**src/rtl/mv_result_rx.sv**
```systemverilog
// mv_result_rx: receive side of the mv_mul_4x4_fp32 result stream.
// Captures every (non-stallable) multiplier result into a DEPTH-entry FIFO and
// re-presents it downstream with a valid/ready handshake, while a credit
// counter throttles the upstream vertex feeder so results are never dropped.
//
// Optional feature: define MV_RX_ID_CHECK_EN to enable the vertex ID sequence
// checker driving seq_err. Without it seq_err is tied to 0.
//
// Handshake: a downstream transfer happens on a rising edge where
// out_valid && out_ready are both high. out_valid never depends on out_ready,
// and the head entry stays stable until it is transferred.
module mv_result_rx #(
    parameter int IDW   = 8,
    parameter int DEPTH = 8
) (
    input  logic                     clk,
    input  logic                     rst_n,
    // feeder side
    input  logic                     issue,
    output logic                     can_issue,
    output logic [$clog2(DEPTH):0]   credits,
    // multiplier result stream
    input  logic                     in_valid,
    input  logic [IDW-1:0]           in_vertex_id,
    input  logic [31:0]              ix,
    input  logic [31:0]              iy,
    input  logic [31:0]              iz,
    input  logic [31:0]              iw,
    // downstream
    output logic                     out_valid,
    input  logic                     out_ready,
    output logic [IDW-1:0]           out_vertex_id,
    output logic [31:0]              ox,
    output logic [31:0]              oy,
    output logic [31:0]              oz,
    output logic [31:0]              ow,
    // status
    output logic [$clog2(DEPTH):0]   count,
    output logic                     overflow_err,
    output logic                     issue_err,
    output logic                     seq_err
);

    localparam int AW = $clog2(DEPTH);
    localparam int CW = AW + 1;
    localparam logic [CW-1:0] DEPTH_C = CW'(DEPTH);

    // FIFO storage; deliberately not reset.
    logic [IDW-1:0] id_mem [DEPTH];
    logic [31:0]    x_mem  [DEPTH];
    logic [31:0]    y_mem  [DEPTH];
    logic [31:0]    z_mem  [DEPTH];
    logic [31:0]    w_mem  [DEPTH];

    logic [AW-1:0]  wr_ptr;
    logic [AW-1:0]  rd_ptr;

    logic           full;
    logic           pop;
    logic           push_ok;
    logic [CW-1:0]  count_nxt;
    logic [CW-1:0]  credits_nxt;
    logic           issue_bad;

    assign full      = (count == DEPTH_C);
    assign out_valid = (count != '0);
    assign pop       = out_valid && out_ready;
    // When full, a push is only taken if the head leaves in the same cycle.
    assign push_ok   = in_valid && (!full || pop);

    // Head outputs read the entry at the read pointer, zeroed when empty.
    assign out_vertex_id = out_valid ? id_mem[rd_ptr] : '0;
    assign ox            = out_valid ? x_mem[rd_ptr]  : '0;
    assign oy            = out_valid ? y_mem[rd_ptr]  : '0;
    assign oz            = out_valid ? z_mem[rd_ptr]  : '0;
    assign ow            = out_valid ? w_mem[rd_ptr]  : '0;

    // Occupancy next-state from accepted push and pop.
    always_comb begin
        count_nxt = count;
        if (push_ok && !pop) begin
            count_nxt = count + 1'b1;
        end else if (pop && !push_ok) begin
            count_nxt = count - 1'b1;
        end
    end

    // Credit next-state: issue takes one, pop returns one; a simultaneous pair
    // cancels, which also covers an issue at zero credits that coincides with
    // a pop (the returning credit is reused in the same cycle).
    always_comb begin
        credits_nxt = credits;
        issue_bad   = 1'b0;
        if (issue && !pop) begin
            if (credits != '0) begin
                credits_nxt = credits - 1'b1;
            end else begin
                issue_bad = 1'b1;
            end
        end else if (pop && !issue) begin
            if (credits != DEPTH_C) begin
                credits_nxt = credits + 1'b1;
            end
        end
    end

    // Storage write on every accepted push.
    always_ff @(posedge clk) begin
        if (push_ok) begin
            id_mem[wr_ptr] <= in_vertex_id;
            x_mem[wr_ptr]  <= ix;
            y_mem[wr_ptr]  <= iy;
            z_mem[wr_ptr]  <= iz;
            w_mem[wr_ptr]  <= iw;
        end
    end

    // Pointers and occupancy; pointers wrap naturally since DEPTH is 2^AW.
    always_ff @(posedge clk or negedge rst_n) begin
        if (!rst_n) begin
            wr_ptr <= '0;
            rd_ptr <= '0;
            count  <= '0;
        end else begin
            if (push_ok) begin
                wr_ptr <= wr_ptr + 1'b1;
            end
            if (pop) begin
                rd_ptr <= rd_ptr + 1'b1;
            end
            count <= count_nxt;
        end
    end

    // Credit counter with registered can_issue.
    always_ff @(posedge clk or negedge rst_n) begin
        if (!rst_n) begin
            credits   <= DEPTH_C;
            can_issue <= 1'b1;
        end else begin
            credits   <= credits_nxt;
            can_issue <= (credits_nxt != '0);
        end
    end

    // Sticky error flags for dropped pushes and issues without credit.
    always_ff @(posedge clk or negedge rst_n) begin
        if (!rst_n) begin
            overflow_err <= 1'b0;
            issue_err    <= 1'b0;
        end else begin
            if (in_valid && !push_ok) begin
                overflow_err <= 1'b1;
            end
            if (issue_bad) begin
                issue_err <= 1'b1;
            end
        end
    end

`ifdef MV_RX_ID_CHECK_EN
    logic [IDW-1:0] exp_id;

    // ID sequence check: compare each accepted ID with the expected one, then
    // resync to id+1 so a single gap flags exactly once.
    always_ff @(posedge clk or negedge rst_n) begin
        if (!rst_n) begin
            exp_id  <= '0;
            seq_err <= 1'b0;
        end else if (push_ok) begin
            if (in_vertex_id != exp_id) begin
                seq_err <= 1'b1;
            end
            exp_id <= in_vertex_id + 1'b1;
        end
    end
`else
    assign seq_err = 1'b0;
`endif

endmodule
```
**config.mk**
```make
export PLATFORM = sky130hd
export DESIGN_NAME = mv_result_rx
export DESIGN_NICKNAME = d
export VERILOG_FILES = /design/src/rtl/mv_result_rx.sv
export SDC_FILE = /design/constraint.sdc
export NUM_CORES = 1
export LEC_CHECK = 0
export CAP_MARGIN = 10
export CORE_ASPECT_RATIO = 1.5
export CORE_MARGIN = 3
export CORE_UTILIZATION = 30
export DETAILED_ROUTE_END_ITERATION = 10
export HOLD_SLACK_MARGIN = 0.02
export REMOVE_ABC_BUFFERS = 1
export SLEW_MARGIN = 5
export SYNTH_ARGS = -nofsm -noshare
export SYNTH_HDL_FRONTEND = slang
export SYNTH_SLANG_ARGS = --single-unit
```
**constraint.sdc**
```tcl
create_clock -name clk -period 30.6 [get_ports clk]
set_input_delay 6.12 -clock clk [delete_from_list [all_inputs] [get_ports clk]]
set_output_delay 6.12 -clock clk [all_outputs]
set_load 0.05 [all_outputs]
```
==> impl_metrics.ini, run 1 <==
[worst_setup_path]
crit_path_end_kind = output port
critPathKind = flop to output port
worst-path-max-fanout = 52
crit_path_frequent_cell = buf_4
timing.critical_path.cells = buf_4 -> buf_4 -> mux4_2 -> mux2i_1 -> nor2_1 -> clkdlybuf4s50_1
arrival_ns = 5.28
worstSetupStartpointType = flop
critPathMaxStageDelay_ns = 1.05
cp.required_ns = 24.48
r2r_start = count[0]$_DFFE_PN0P_
cp_slowest_cell = dfrtp_4
worstSetupStartpoint = rd_ptr[0]$_DFFE_PN0P_

[sta]
tns_ns = 0
setup_viol = 0
timing.final.crit_share = 0.372
rsz0062_at_grt = false
worst_pin_slew_ns = 1.12
timing.final.ws_setup_ns = 19.20
max_slew_margin = 0.252
final_hold_viol_count = 0
finClkSkew_ns = 0.0358
slew_viol_final = 0
fmax_mhz = 87.8
fin_crit_ns = 11.40

[synth]
synth_warnings = 0
syn_inst = 1830
synth-seq-cells = 1105
syn_area_mm2 = 0.0421
yosysUniqueCellTypes = 47
ys_seq_area_frac = 0.786
synthFlopType = edfxtp_1
synth_edf_count = 1088
async_reset_ff_frac = 0.0154
postSynthAreaPerCell_um2 = 23.0

[grt]
antenna_found_initial = 11
grt_pass1_wl_um = 141000
grtUsageTotal = 0.131
overflow = 0
grt_pass1_vias = 21000
grt_start_max_net_pins = 73

[clock_network]
cts_buffers = 105
ctsRootBufferMaster = clkbuf_16
cts_tree = yes
path_clk_slew_ns = 0.06
cts.htree.levels = 3
clock_sinks = 1105
ctsHoldBuffers = 0
ctsResizeCount = 0
cts_buffer_depth = 3
insertion_delay_ns = 0.70
post_cts_buffers = 0

[pwr]
p_total_mw = 5.45
power_density_mw_per_mm2 = 108
vdd_drop_max_uv = 86.2
leakagePower_nw = 16.1

[floorplanning]
die_w_um = 312
dieArea_mm2 = 0.145
initial_core_util = 0.303
rows = 167
io_pins = 290
die_y_um = 465
core_mm2 = 0.139

[job]
cap_violations = 0

[route]
final_antenna_net_count = 0
wl_um = 95600
first_pass_iters = 5
drtIter0Drc = 1476
routed_via_density = 4.68
drc = 0
wl_per_cell_um = 23.2
vias = 19300

[layout]
area_growth_pct = 20.4
multi_input_area_mm2 = 0.00861
layout.area.seq_mm2 = 0.0331
final_cells = 4126
finalNetCount = 2321
layout-drive-gt1-share = 0.216
num-fill-cells = 12800

[placed_design]
place_inst = 3924
place.gp.congestion = 0.698
io_buffer_count = 288
post-place-ws_ns = 19.71
hpwl_um = 52700

[outcome]
status = finished, final reports clean

[min_path]
hp-class = flop to flop
hp-start = overflow_err$_DFFE_PN0P_
power by group:
| part | total, mW | internal, mW | switching, mW | leakage [nW] |
|---|---|---|---|---|
| Clock | 1.27 | 0.721 | 0.554 | 1.64 |
| Sequential | 1.99 | 1.90 | 0.0874 | 10.1 |
| Combinational | 2.18 | 0.808 | 1.37 | 4.39 |
| Total | 5.45 | 3.43 | 2.01 | 16.1 |
synth_stat cells, types with 2 or more instances:
master       n  area, um^2
a21oi_1      2        10.0
buf_1       19        71.3
buf_2       27         135
clkbuf_1    46         173
dfrtp_1     15         375
dfstp_2      2        52.6
edfxtp_1  1088       32700
ha_1         7        87.6
inv_1        8        30.0
mux2_2       2        22.5
mux2i_1    136        1360
mux4_2     272        6130
nand2_1     15        56.3
nand2b_1     4        25.0
nor2_1     144         541
nor3_1       4        20.0
nor4_1       2        12.5
xnor2_1      7        61.3
xor2_1       2        17.5
layout by cell type (no fill, tap or decap), drive strengths merged, types with 2 or more instances in the layout:
master and count:
xor2 2, ha 7, dfstp 2, clkbuf 127
edfxtp 1088, nand2 15, nor2 144, clkinv 43
mux2 2, clkdlybuf4s50 288, diode 9, a21oi 3
inv 17, xnor2 7, a21o 2, nor4 2
nor3 4, a311oi 2, bufinv 9, dfrtp 15
buf 42, clkinvlp 6, nand2b 4, mux2i 136
mux4 272, o21ai 2
state kept, by name, summed over array words and instances, names as in the netlist, 3 cells and up:
name     cells
wr_ptr       3
w_mem      256
rd_ptr       3
y_mem      256
x_mem      256
id_mem      64
credits      4
z_mem      256
count        4
stage by stage:
stage                util  area (um^2)  hold slack [ns]
floorplan               -        41700            0.480
global placement    0.341        47300            0.463
detailed placement  0.341        47300            0.463
CTS                 0.365        50600            0.483
global route        0.365        50600            0.509
finish              0.365        50700            0.487
routing by layer:
layer  global-route usage  part of all wire  vias up
li1                     -                 -     8329
met1                0.163              0.41    10400
met2                0.227              0.51      514
met3               0.0320             0.063      119
met4               0.0403             0.020        8
met5                    0           0.00058        -
area by class of cell:
cell class	instances	area share
flip-flops and latches	1105	0.653
repair buffers	330	0.0631
inverters	9	0.000691
diodes	9	0.000444
clock buffers	127	0.0545
well taps	1859	0.0459
clock inverters	66	0.0119
multi-input cells	621	0.170
worst paths after layout:
path                                             to  slack, ns  depth (start not counted)
min in group asynchronous      credits[1]$_DFF_PN0_       5.93                          1
hold / removal             overflow_err$_DFFE_PN0P_       0.49                          1
setup reg to reg             w_mem[7][27]$_DFFE_PP_      26.49                          7
hold reg to reg            overflow_err$_DFFE_PN0P_       0.49                          1
setup / recovery                             oy[22]      19.20                          6
max in group asynchronous     rd_ptr[2]$_DFFE_PN0P_      24.01                          1
kinds of logic after synthesis:
kind of cell             count (synthesis)  share of synthesized area
AO/OA/AOI/OAI                           16                    0.00327
XOR/XNOR                                 9                    0.00187
adder cells (fa/ha/maj)                  8                    0.00256
buffers and inverters                  104                     0.0105
flip-flops                            1105                      0.786
multiplexers                           410                      0.178
other                                    1                  0.0000891
AND/OR/NAND/NOR                        177                     0.0169
critical path: cells and delay by family (launching register included):
family        cells  cell delay, ns
mux               2            0.78
buf+inv           3            2.54
flops             1            1.05
simple gates      1            0.09
No activity file was read; power rests on OpenSTA's default activity.
==> run 2, diff against run 1 <==
Clock period 30.6 ns to 11.2 ns, I/O delays scaled along.
==> run 2 against run 1 <==
Global-route usage down 0.41 points. Sequential cell count unchanged. Combinational power rose to 2.7 times the previous value. Cell area down 0.13%. Sequential power rose to 2.7 times the previous value. Critical path depth unchanged. Non-clock buffer count down 4. Hold slack worse by 0.0079 ns. First-iteration DRC count down 5.6%. Via count down 0.19%. Core utilization about the same. Critical endpoint is now oz[16].
==> impl_metrics.ini, run 2 (synthesis results as in run 1) <==
[route]
vias = 19300
wl_per_cell_um = 22.4
routed_via_density = 4.69
first_pass_iters = 5
drc = 0
drtIter0Drc = 1393
final_antenna_net_count = 0
wl_um = 92100

[floorplanning]
dieArea_mm2 = 0.145
rows = 167
initial_core_util = 0.303
die_w_um = 312
io_pins = 290
core_mm2 = 0.139
die_y_um = 465

[worst_setup_path]
crit_path_end_kind = output port
critPathMaxStageDelay_ns = 0.87
cp.required_ns = 8.96
crit_path_frequent_cell = buf_4
timing.critical_path.cells = buf_4 -> buf_4 -> mux4_2 -> mux2i_1 -> nor2_1 -> clkdlybuf4s50_1
arrival_ns = 4.72
r2r_slack_ns = 7.35
critPathKind = flop to output port
reg2reg_depth = 7
rr_endpoint = z_mem[3][27]$_DFFE_PP_
worst-path-max-fanout = 67
cp_slowest_cell = buf_4
r2r_start = count[0]$_DFFE_PN0P_
worstSetupStartpointType = flop

[grt]
overflow = 0
antenna_found_initial = 15
grt_start_max_net_pins = 110
grt_pass1_wl_um = 138000
grtUsageTotal = 0.127
grt_pass1_vias = 21300

[layout]
final_cells = 4113
num-fill-cells = 12700
final_common_cell = edfxtp_1
layout-drive-gt1-share = 0.214
multi_input_area_mm2 = 0.00861
finalNetCount = 2313
final_cell_mix = edfxtp_1, clkdlybuf4s50_1, mux4_2
final_area_mm2 = 0.0506
area_growth_pct = 20.2
layout.area.seq_mm2 = 0.0331

[pwr]
p_int_mw = 9.34
power_frac_comb = 0.401
p_seq_frac = 0.367
p_sw_mw = 5.47
swShare = 0.369
leakagePower_nw = 16.1
p_clk_frac = 0.232
vdd_drop_max_uv = 332
power_density_mw_per_mm2 = 293

[clock_network]
cts.htree.levels = 3
ctsResizeCount = 0
path_clk_slew_ns = 0.06
cts_buffer_depth = 3
cts_buffers = 101
ctsHoldBuffers = 0
post_cts_buffers = 0
insertion_delay_ns = 0.72
cts_tree = yes
ctsRootBufferMaster = clkbuf_16
clock_sinks = 1105

[job]
cap_violations = 0

[min_path]
hp-start = issue_err$_DFFE_PN0P_
hold_end = issue_err$_DFFE_PN0P_
hold_depth = 2
hp-class = flop to flop

[sta]
fmax_mhz = 144
setup_viol = 0
final_hold_viol_count = 0
max_slew_margin = 0.272
rsz0062_at_grt = false
slew_viol_final = 0
fin_crit_ns = 6.96
tns_ns = 0
worst_pin_slew_ns = 1.09
finClkSkew_ns = 0.0232
timing.final.crit_share = 0.622
timing.final.ws_setup_ns = 4.24

[outcome]
status = finished, final reports clean

[placed_design]
place_inst = 3920
io_buffer_count = 288
hpwl_um = 51400
post-place-ws_ns = 4.89
postPlaceCellArea_mm2 = 0.0473
place.gp.congestion = 0.705
-- run 2: worst max-delay path: cells and delay by family (launching register included) --
kind	cells	cell delay (ns)
buffers and inverters	3	2.51
flip-flops	1	0.62
AND/OR/NAND/NOR	1	0.20
multiplexers	2	0.44
-- run 2: stage by stage --
stage | utilization | hold WS (ns) | power (mW)
floorplan | - | 0.480 | 10.6
global placement | 0.341 | 0.469 | 11.5
detailed placement | 0.341 | 0.456 | 11.6
CTS | 0.365 | 0.474 | 15.1
global route | 0.365 | 0.500 | 15.5
finish | 0.365 | 0.479 | 14.8
-- run 2: worst max-delay path by stage --
stage,from,endpoint,slack (ns)
detailed placement,rd_ptr[1]$_DFFE_PN0P_,oz[4],4.89
global route,rd_ptr[1]$_DFFE_PN0P_,oz[16],3.97
global placement,rd_ptr[1]$_DFFE_PN0P_,oz[4],4.97
CTS,rd_ptr[1]$_DFFE_PN0P_,oz[4],4.06
finish,rd_ptr[1]$_DFFE_PN0P_,oz[16],4.24
floorplan,count[0]$_DFFE_PN0P_,out_valid,-4.09
-- run 2: layout make-up --
cell class,instances,share of cell area
Sequential cell,1105,0.654
Multi-Input combinational cell,621,0.170
Timing Repair Buffer,326,0.0633
Clock buffer,118,0.0512
Tap cell,1859,0.0460
Clock inverter,72,0.0142
Inverter,9,0.000692
Antenna cell,3,0.000148
-- run 2: power groups by stage --
stage               logic [mW]  registers [mW]  clock network, mW
global route              6.31            5.50               3.70
CTS                       6.08            5.45               3.53
floorplan                 4.54            6.02                  0
global placement          6.02            5.49                  0
detailed placement        6.06            5.54                  0
finish                    5.94            5.44               3.43
-- run 2: per-layer routing --
layer | GRT usage | part of all wire
met3 | 0.0339 | 0.063
met5 | 0 | 0.0015
met1 | 0.159 | 0.42
met2 | 0.215 | 0.50
met4 | 0.0413 | 0.021
==> run 3, diff against run 2 <==
Clock period 11.2 ns to 6.1 ns, I/O delays scaled along.
==> run 3 against run 2 <==
Clock power rose by 85%. Total power increased by 85%. Hold slack better by 0.0044 ns. Wire length grew 4.8%. Worst setup slack worse by 3.1 ns. Sequential power increased by 84%.
==> impl_metrics.ini, run 3 (synthesis results as in run 1) <==
[floorplanning]
die_y_um = 465
rows = 167
core_mm2 = 0.139
io_pins = 290
initial_core_util = 0.303
die_w_um = 312
dieArea_mm2 = 0.145

[layout]
final_cells = 4109
area_growth_pct = 20.8
multi_input_area_mm2 = 0.00861
layout.area.seq_mm2 = 0.0331
final_common_cell = edfxtp_1
layout-drive-gt1-share = 0.213
final_cell_mix = edfxtp_1, clkdlybuf4s50_1, mux4_2
final_area_mm2 = 0.0509
finalNetCount = 2311
num-fill-cells = 12700

[clock_network]
insertion_delay_ns = 0.74
post_cts_buffers = 0
ctsHoldBuffers = 0
cts_buffers = 103
clock_sinks = 1105
path_clk_slew_ns = 0.06
cts_buffer_depth = 3
ctsRootBufferMaster = clkbuf_16
cts_tree = yes
cts.htree.levels = 3
ctsResizeCount = 0

[sta]
slew_viol_final = 0
max_slew_margin = 0.283
timing.final.crit_share = 0.809
rsz0062_at_grt = false
timing.hold.ws_ns = 0.483
finClkSkew_ns = 0.0345
fin_crit_ns = 4.93
setup_viol = 0
final_hold_viol_count = 0
worst_pin_slew_ns = 1.07
fmax_mhz = 203

[grt]
overflow = 0
grt_start_max_net_pins = 138
grt_pass1_vias = 21600
grtUsageTotal = 0.134
antenna_found_initial = 12
grt_pass1_wl_um = 143000

[outcome]
status = finished, final reports clean

[min_path]
hp-class = flop to flop

[placed_design]
postPlaceCellArea_mm2 = 0.0475
io_buffer_count = 288
place_inst = 3916
place.gp.congestion = 0.682
hpwl_um = 49300

[route]
wl_um = 96500
final_antenna_net_count = 0
drtIter0Drc = 1429
first_pass_iters = 5
routed_via_density = 4.71
drc = 0
wl_per_cell_um = 23.5
vias = 19400

[pwr]
power_density_mw_per_mm2 = 539
leakagePower_nw = 16.1
vdd_drop_max_uv = 583

[worst_setup_path]
critPathKind = flop to output port
cp.required_ns = 4.88
worst-path-max-fanout = 54
arrival_ns = 3.71
r2r_slack_ns = 3.05
crit_path_end_kind = output port
worstSetupStartpointType = flop

[job]
cap_violations = 0
-- run 3: cell types whose count changed in the layout (fill, tap and decap cells not counted), moves of 3 or more --
cell       change
buf_4         -23
buf_12        +19
clkinv_1       -6
clkbuf_1       +4
bufinv_16      -3
clkbuf_16      +3
clkbuf_8       +3
clkinv_2       -3
clkinv_8       -3
diode_2        +3
-- run 3: layout make-up --
type | instances | area share
inverter | 9 | 0.000689
clock inverter | 59 | 0.0123
clock buffer | 128 | 0.0535
multi-input combinational | 621 | 0.169
tap | 1859 | 0.0457
timing repair buffer | 322 | 0.0671
antenna | 6 | 0.000295
sequential | 1105 | 0.651
-- run 3: through the flow --
stage	power, mW	setup TNS [ns]	utilization	worst slack [ns]
5_1_grt	28.7	0	0.366	0.934
2_1_floorplan	18.1	-4176.57	-	-8.17
3_3_place_gp	21.3	0	0.342	1.88
4_1_cts	27.9	0	0.366	1.04
6_report	27.4	0	0.367	1.17
3_5_place_dp	21.5	0	0.342	1.86
-- run 3: path summary, 6_finish.rpt --
check	startpoint	to	cells after the start
max	rd_ptr[0]$_DFFE_PN0P_	oz[5]	5
min	issue_err$_DFFE_PN0P_	issue_err$_DFFE_PN0P_	2
max reg2reg	count[0]$_DFFE_PN0P_	x_mem[1][21]$_DFFE_PP_	6
min reg2reg	issue_err$_DFFE_PN0P_	issue_err$_DFFE_PN0P_	2
max in group asynchronous	rst_n	rd_ptr[2]$_DFFE_PN0P_	1
min in group asynchronous	rst_n	credits[1]$_DFF_PN0_	1
-- run 3: where the power goes --
part	switching [mW]	internal [mW]	total, mW	leakage, nW
Sequential	0.460	9.55	10.0	10.1
Combinational	6.94	4.14	11.1	4.42
Clock	2.79	3.54	6.33	1.62
Total	10.2	17.2	27.4	16.1
-- run 3: per-layer routing --
metal | global-route usage | up-vias | wire length, um
met5 | 0 | - | 79
met2 | 0.231 | 545 | 49100
li1 | - | 8297 | -
met3 | 0.0322 | 118 | 5940
met4 | 0.0418 | 12 | 1860
met1 | 0.166 | 10400 | 39500
-- run 3: critical path, stage by stage (launching register included) --
cell,delay [ns]
dfrtp_4,0.79
buf_12,0.45
mux4_2,0.57
mux2i_1,0.26
nor2_1,0.08
clkdlybuf4s50_1,0.74
